**src/rtl/cont_bright_pipe.sv**
```systemverilog
// Two-stage contrast/brightness engine: out = clamp(round(alpha*pix) + beta) on LANES packed pixels.
// Optional saturation counter output sat_count is built when CONT_BRIGHT_SAT_CNT_EN is defined.
module cont_bright_pipe #(
  parameter int PIX_W      = 8,
  parameter int LANES      = 4,
  parameter int ALPHA_W    = 8,
  parameter int ALPHA_FRAC = 4,
  parameter int BETA_W     = 9
) (
  input  logic                     clk,
  input  logic                     rst,
  input  logic                     cfg_load,
  input  logic [ALPHA_W-1:0]       cfg_alpha,
  input  logic [BETA_W-1:0]        cfg_beta,
  input  logic                     in_valid,
  output logic                     in_ready,
  input  logic [LANES*PIX_W-1:0]   in_data,
  output logic                     out_valid,
  input  logic                     out_ready,
  output logic [LANES*PIX_W-1:0]   out_data,
  output logic                     sat_flag
`ifdef CONT_BRIGHT_SAT_CNT_EN
  ,
  output logic [15:0]              sat_count
`endif
);

  localparam int DW = LANES * PIX_W;
  localparam int PW = ALPHA_W + PIX_W;
  localparam int SW = PW + BETA_W + 2;
  localparam logic [ALPHA_W-1:0] ALPHA_ONE = {{(ALPHA_W-1){1'b0}}, 1'b1} << ALPHA_FRAC;
  // Half an LSB of the fractional part; collapses to zero for integer gain.
  localparam logic [PW:0] RND = ({{PW{1'b0}}, 1'b1} << ALPHA_FRAC) >> 1;
  localparam logic signed [SW-1:0] MAXV = {{(SW-PIX_W){1'b0}}, {PIX_W{1'b1}}};

  logic [ALPHA_W-1:0]          alpha_q;
  logic [BETA_W-1:0]           beta_q;
  logic                        s1_valid;
  logic [LANES-1:0][PW-1:0]    s1_prod;
  logic [BETA_W-1:0]           s1_beta;
  logic                        out_valid_q;
  logic [DW-1:0]               out_data_q;
  logic [LANES-1:0]            sat_lanes_q;
  logic [LANES-1:0][PW-1:0]    prod_in;
  logic [DW-1:0]               next_data;
  logic [LANES-1:0]            lane_sat;
  logic                        en;

  // Valid/ready: a beat moves across an interface on a clock edge where valid
  // and ready are both high; the whole pipe advances only when the output
  // register is empty or being drained, so in_ready never depends on in_valid.
  assign en       = !out_valid_q || out_ready;
  assign in_ready = en;

  always_ff @(posedge clk or posedge rst) begin
    if (rst) begin
      alpha_q <= ALPHA_ONE;
      beta_q  <= '0;
    end else if (cfg_load) begin
      alpha_q <= cfg_alpha;
      beta_q  <= cfg_beta;
    end
  end

  for (genvar l = 0; l < LANES; l++) begin : g_lane
    localparam int LO = (LANES - 1 - l) * PIX_W;
    logic [PW:0]                rnd_sum;
    logic [PW-ALPHA_FRAC:0]     r;
    logic signed [SW-1:0]       s;
    logic [PIX_W-1:0]           lane_pix;
    logic                       lane_clamp;

    assign prod_in[l] = {{PIX_W{1'b0}}, alpha_q} * {{ALPHA_W{1'b0}}, in_data[LO +: PIX_W]};
    assign rnd_sum    = {1'b0, s1_prod[l]} + RND;
    assign r          = rnd_sum[PW:ALPHA_FRAC];
    assign s          = $signed({{(SW-PW+ALPHA_FRAC-1){1'b0}}, r})
                      + $signed({{(SW-BETA_W){s1_beta[BETA_W-1]}}, s1_beta});

    always_comb begin
      lane_pix   = s[PIX_W-1:0];
      lane_clamp = 1'b0;
      if (s < 0) begin
        lane_pix   = '0;
        lane_clamp = 1'b1;
      end else if (s > MAXV) begin
        lane_pix   = '1;
        lane_clamp = 1'b1;
      end
    end

    assign next_data[LO +: PIX_W] = lane_pix;
    assign lane_sat[l]            = lane_clamp;
  end

  // Each beat carries its own beta copy; alpha is already folded into the product.
  always_ff @(posedge clk or posedge rst) begin
    if (rst) begin
      s1_valid    <= 1'b0;
      s1_prod     <= '0;
      s1_beta     <= '0;
      out_valid_q <= 1'b0;
      out_data_q  <= '0;
      sat_lanes_q <= '0;
    end else if (en) begin
      s1_valid    <= in_valid;
      out_valid_q <= s1_valid;
      if (in_valid) begin
        s1_prod <= prod_in;
        s1_beta <= beta_q;
      end
      if (s1_valid) begin
        out_data_q  <= next_data;
        sat_lanes_q <= lane_sat;
      end
    end
  end

  assign out_valid = out_valid_q;
  assign out_data  = out_data_q;
  assign sat_flag  = |sat_lanes_q;

`ifdef CONT_BRIGHT_SAT_CNT_EN
  logic [16:0] cnt_sum;

  always_comb begin
    cnt_sum = {1'b0, sat_count} + 17'($countones(sat_lanes_q));
  end

  always_ff @(posedge clk or posedge rst) begin
    if (rst) begin
      sat_count <= '0;
    end else if (cfg_load) begin
      sat_count <= '0;
    end else if (out_valid_q && out_ready) begin
      sat_count <= cnt_sum[16] ? 16'hFFFF : cnt_sum[15:0];
    end
  end
`endif

endmodule

```
**config.mk**
```make
export PLATFORM = sky130hd
export DESIGN_NAME = cont_bright_pipe
export DESIGN_NICKNAME = d
export VERILOG_FILES = /design/src/rtl/cont_bright_pipe.sv
export SDC_FILE = /design/constraint.sdc
export NUM_CORES = 1
export LEC_CHECK = 0
export BUFFER_PORTS_ARGS = -buffer_cell sky130_fd_sc_hd__buf_4
export CORE_AREA = 2 2 203 205
export CTS_CLUSTER_SIZE = 28
export DETAILED_ROUTE_END_ITERATION = 8
export DIE_AREA = 0 0 205 207
export HOLD_SLACK_MARGIN = 0.08
export PLACE_DENSITY = 0.59
export SLEW_MARGIN = 20
export SYNTH_ARGS = -nofsm -noshare
export SYNTH_HDL_FRONTEND = slang
export SYNTH_SLANG_ARGS = --single-unit
```
**constraint.sdc**
```tcl
create_clock -name clk -period 7.69 [get_ports clk]
set_clock_uncertainty 0.2 [all_clocks]
set_input_delay 1.538 -clock clk [delete_from_list [all_inputs] [get_ports clk]]
set_output_delay 1.538 -clock clk [all_outputs]
set_load 0.1 [all_outputs]
```
# == Word level (Yosys, flattened, before mapping) ==
# Index checks and enable logic that the tools add are counted.
# word_totals
word_cells,52
input_bits,54
register_bits,128
# op_classes
n_reduce_logical,5
n_addsub,8
mul,4
order_cmp,8
mux,16
# op_table
operator,count
$add A16 B4 Y17 const B,4
$mul A8 B8 Y16,4
$mux W8,8
$add A14 B9 Y15,4
$gt A15 B9 Y1 const B,4
$lt A15 B1 Y1 const B,4
$mux W1,8
$reduce_and A2 Y1,2
$reduce_or A4 Y1,1
$logic_not A1 Y1,1
$logic_or A1 B1 Y1,1

# == Depth between registers and ports, before layout ==
# depth
word_depth,5
mapped_depth,18
mapped_depth_nobuf,17

# == Least setup slack after synthesis ==
# No wires, ideal clock.
# synth_timing
path_kind,input to register
startpoint,input port in_data[20]
endpoint,register s1_prod[30] in the netlist's numbering
path_buffers,0
arrival_ns,5.416
t_required_ns,7.357
slack_ns,1.941
setup_ns,0.133
stages,16
cell_sequence,and2_1 fa_1 inv_1 fa_1 inv_1 fa_1 inv_1 fa_1 inv_1 ha_1 or3_1 o211a_1 a41o_1 o41ai_1 xor2_1 o21ai_0
# synth_via
elab_chain_cells,1
# synth_rtl
item,line,text
from (decl),17,"input logic [LANES*PIX_W-1:0] in_data,"
$mul A8 B8 Y16,73,"assign prod_in[l] = {{PIX_W{1'b0}}, alpha_q} * {{ALPHA_W{1'b0}}, in_data[LO +: PIX_W]};"
to (signal assigned),108,s1_prod <= prod_in;
to (decl),39,logic [LANES-1:0][PW-1:0] s1_prod;
# No other way between the ends.
# A chain may end at the register's enable or synchronous reset.

# == Worst setup path after layout ==
# layout_timing
startpoint,input port in_data[20]
endpoint,register s1_prod[31] in the netlist's numbering
# The elaborated chain is that of the path after synthesis.

==> results.yml <==
finish:
  seq_area_um2: 2904
  drive_gt1_frac: 0.1086
  area_delta_synth_final_pct: 11.45
  multi_input_area_um2: 11880
  antenna_cells: 0
  final_util: 0.4378
  final_cells: 2383
  nFillCells: 4006
  nets: 2245
timing:
  fin_crit_ns: 5.684
  holdWs_ns: 0.2962
  tns_ns: 0
  finalHoldViolations: 0
  maxSlewViolCount: 0
  fmax_mhz: 175.9
  worst_slew_pin_slew_ns: 0.9976
  finalCritPeriodShare: 0.7392
  relSlewSlack: 0.3350
  rsz0062_at_grt: "no"
  finalSetupViolCount: 0
critical_path:
  cp-end-kind: "register"
  start_kind: "primary input"
  crit_type: "primary input to register"
  cp_max_fo: 8
  cp.arrival_ns: 5.74
  critPathRequiredTime_ns: 7.75
clock_tree:
  cts_resized: 0
  insertion_delay_ns: 0.42
  htreeDepth: 4
  hold_buffers: 0
  post_cts_buffers: 0
  cts_tree: "built"
  clockBufferDepth: 2
  clockRootBuffer: "clkbuf_16"
  clock_sinks: 116
  cts.clk_slew.worst_paths_ns: 0.06
  numCtsBuffers: 17
synthesis:
  synth.distinct_cells: 74
  ys_seq_elements: 116
  synth_nets: 2170
  syn_area_um2: 15860
  synth-edff-count: 0
  synth_area_per_cell_um2: 8.989
  async_flop_share: 1.000
  synth-seq-area-share: 0.1831
  postSynthCellCount: 1764
  synth-main-ff-cell: "dfrtp_1"
  ys_warn_count: 0
route:
  drc: 0
  drt_first_pass_iters: 5
  dr_total_vias: 12030
  wl_per_cell_um: 15.03
  via_per_inst: 5.047
  wl_um: 35820
  drt_iter0_drc: 552
  ant_nets: 0
global_routing:
  grt_pass1_vias: 12240
  antenna_found_initial: 0
  grt_overflow: 0
  grt_max_degree: 108
  gr-usage-met2: 0.2717
  grt_busiest_layer: "met2"
  met1_usage: 0.2700
  grt_usage: 0.1774
  grt_pass1_wl_um: 61860
  grt_use_met3: 0.01904
floorplan:
  die_h_um: 207
  core_um2: 40370
  die_w_um: 205
  io-pin-count: 89
  num_rows: 74
  initial_core_util: 0.3928
  fp.dieArea_um2: 42440
power_and_ir_drop:
  ir_drop_mv: 0.1537
  p_leak_nw: 8.631
  power_density_nw_per_um2: 389.0
  finalPower_mw: 6.875
placement:
  hpwl_um: 28850
  place_inst: 2352
  portBuffers: 88
  place_congestion: 0.8810
run_status:
  status: "complete, no violations"
hold_path:
  hp-class: "register to register"
flow_run:
  maxCapViolCount: 0
==> registers in the layout, summed over array words and instances, names as in the netlist <==
register     cells
sat_lanes_q      4
s1_prod         52
out_valid        1
beta_q           9
out_data        32
s1_beta          9
s1_valid         1
alpha_q          8
==> cell type report <==
cell class / instances / share of cell area
Multi-Input combinational cell: 1366 / 0.6720
Sequential cell: 116 / 0.1643
Inverter: 240 / 0.05112
Timing Repair Buffer: 98 / 0.04163
Tap cell: 532 / 0.03767
Clock buffer: 18 / 0.02485
Clock inverter: 13 / 0.008425
==> path summary, 6_finish.rpt <==
path / endpoint / start / slack (ns) / depth (start not counted)
setup reg to reg: s1_prod[31]$_DFFE_PP0P_ / alpha_q[2]$_DFFE_PP0P_ / 2.28 / 17
setup / recovery: s1_prod[31]$_DFFE_PP0P_ / in_data[20] / 2.01 / 18
max in group asynchronous: s1_prod[23]$_DFFE_PP0P_ / rst / 4.99 / 3
hold reg to reg: sat_lanes_q[2]$_DFFE_PP0P_ / sat_lanes_q[2]$_DFFE_PP0P_ / 0.30 / 1
hold / removal: sat_lanes_q[2]$_DFFE_PP0P_ / sat_lanes_q[2]$_DFFE_PP0P_ / 0.30 / 1
min in group asynchronous: beta_q[2]$_DFFE_PP0P_ / rst / 1.03 / 2
==> layout by cell type (no fill, tap or decap), drive strengths merged, types with 5 or more instances in the layout <==
| cell type | netlist | routed |
|---|---|---|
| a2bb2oi | 8 | 8 |
| nor3 | 27 | 27 |
| a21o | 17 | 17 |
| ha | 204 | 204 |
| a211oi | 14 | 14 |
| nand2b | 11 | 11 |
| fa | 148 | 148 |
| o211ai | 7 | 7 |
| xnor2 | 64 | 64 |
| mux2i | 5 | 5 |
| o221a | 24 | 24 |
| or3 | 10 | 10 |
| xor2 | 51 | 51 |
| a21oi | 68 | 68 |
| o21ai | 92 | 92 |
| nand4 | 7 | 7 |
| dfrtp | 115 | 115 |
| o21a | 15 | 15 |
| or2 | 6 | 6 |
| clkbuf | 38 | 18 |
| and2 | 192 | 192 |
| and3 | 16 | 16 |
| inv | 240 | 245 |
| nand2 | 175 | 175 |
| nor2 | 53 | 53 |
| a31oi | 7 | 7 |
| buf | 3 | 98 |
| nor2b | 10 | 10 |
| o21bai | 10 | 10 |
| mux2 | 33 | 33 |
| nand3 | 48 | 48 |
==> synthesized netlist by cell type, types with 7 or more instances <==
| cell type | count | area (um2) |
|---|---|---|
| nand2_1 | 174 | 653.1 |
| xnor2_1 | 64 | 560.5 |
| a211oi_1 | 12 | 90.09 |
| o21bai_1 | 10 | 75.07 |
| nand2b_1 | 11 | 68.82 |
| and2_1 | 191 | 1195 |
| o221a_2 | 16 | 180.2 |
| clkbuf_1 | 37 | 138.9 |
| nor2_1 | 53 | 198.9 |
| inv_1 | 240 | 900.9 |
| nor3_1 | 27 | 135.1 |
| o21ai_0 | 85 | 425.4 |
| fa_1 | 148 | 2963 |
| xor2_1 | 51 | 446.7 |
| a21oi_1 | 67 | 335.3 |
| a2bb2oi_1 | 8 | 70.07 |
| o21a_1 | 15 | 112.6 |
| a21o_1 | 16 | 120.1 |
| dfrtp_1 | 115 | 2878 |
| and3_1 | 16 | 100.1 |
| o221a_1 | 8 | 90.09 |
| a31oi_1 | 7 | 43.79 |
| ha_1 | 204 | 2552 |
| nand3_1 | 47 | 235.2 |
| mux2_2 | 33 | 371.6 |
| or3_1 | 10 | 62.56 |
| nor2b_1 | 10 | 62.56 |
==> metal layers <==
metal / part of all wire / wire length, um
met1: 0.53 / 18900
met2: 0.43 / 15560
met3: 0.031 / 1119
met4: 0.0068 / 243
met5: 0 / 0
==> cell families (layout without fill, tap and decap cells) <==
family / after synthesis / count (layout) / synth area share
and+or+nand+nor: 566 / 566 / 0.1843
adders and majority gates: 352 / 352 / 0.3478
AOI/OAI and AO/OA: 295 / 295 / 0.1263
buffers and inverters: 282 / 369 / 0.06841
DFF: 116 / 116 / 0.1831
xor gates and xnor gates: 115 / 115 / 0.06352
muxes: 38 / 38 / 0.02659
==> worst max-delay path, cell delays in order <==
cell     delay, ns
buf_4         0.14
and2_1        0.17
fa_1          0.53
inv_1         0.05
fa_1          0.47
inv_1         0.05
fa_1          0.53
inv_1         0.06
fa_1          0.52
inv_1         0.04
ha_1          0.31
inv_1         0.08
a21oi_1       0.06
o41a_1        0.36
a41o_1        0.27
o41a_1        0.33
xnor2_1       0.16
o21ai_1       0.07
==> metrics by stage <==
step	area, um2	setup slack (ns)
floorplan	15860	1.941
global placement	17080	1.590
detailed placement	17080	1.574
CTS	17670	2.020
global route	17670	1.824
finish	17670	2.006
==> power breakdown <==
| group | switching, mW | total, mW | internal, mW |
|---|---|---|---|
| sequential | 0.277 | 1.13 | 0.853 |
| combinational | 2.97 | 4.95 | 1.98 |
| clock | 0.309 | 0.797 | 0.489 |
| total | 3.56 | 6.87 | 3.32 |
Note: power is estimated with default switching activity, not from simulation.
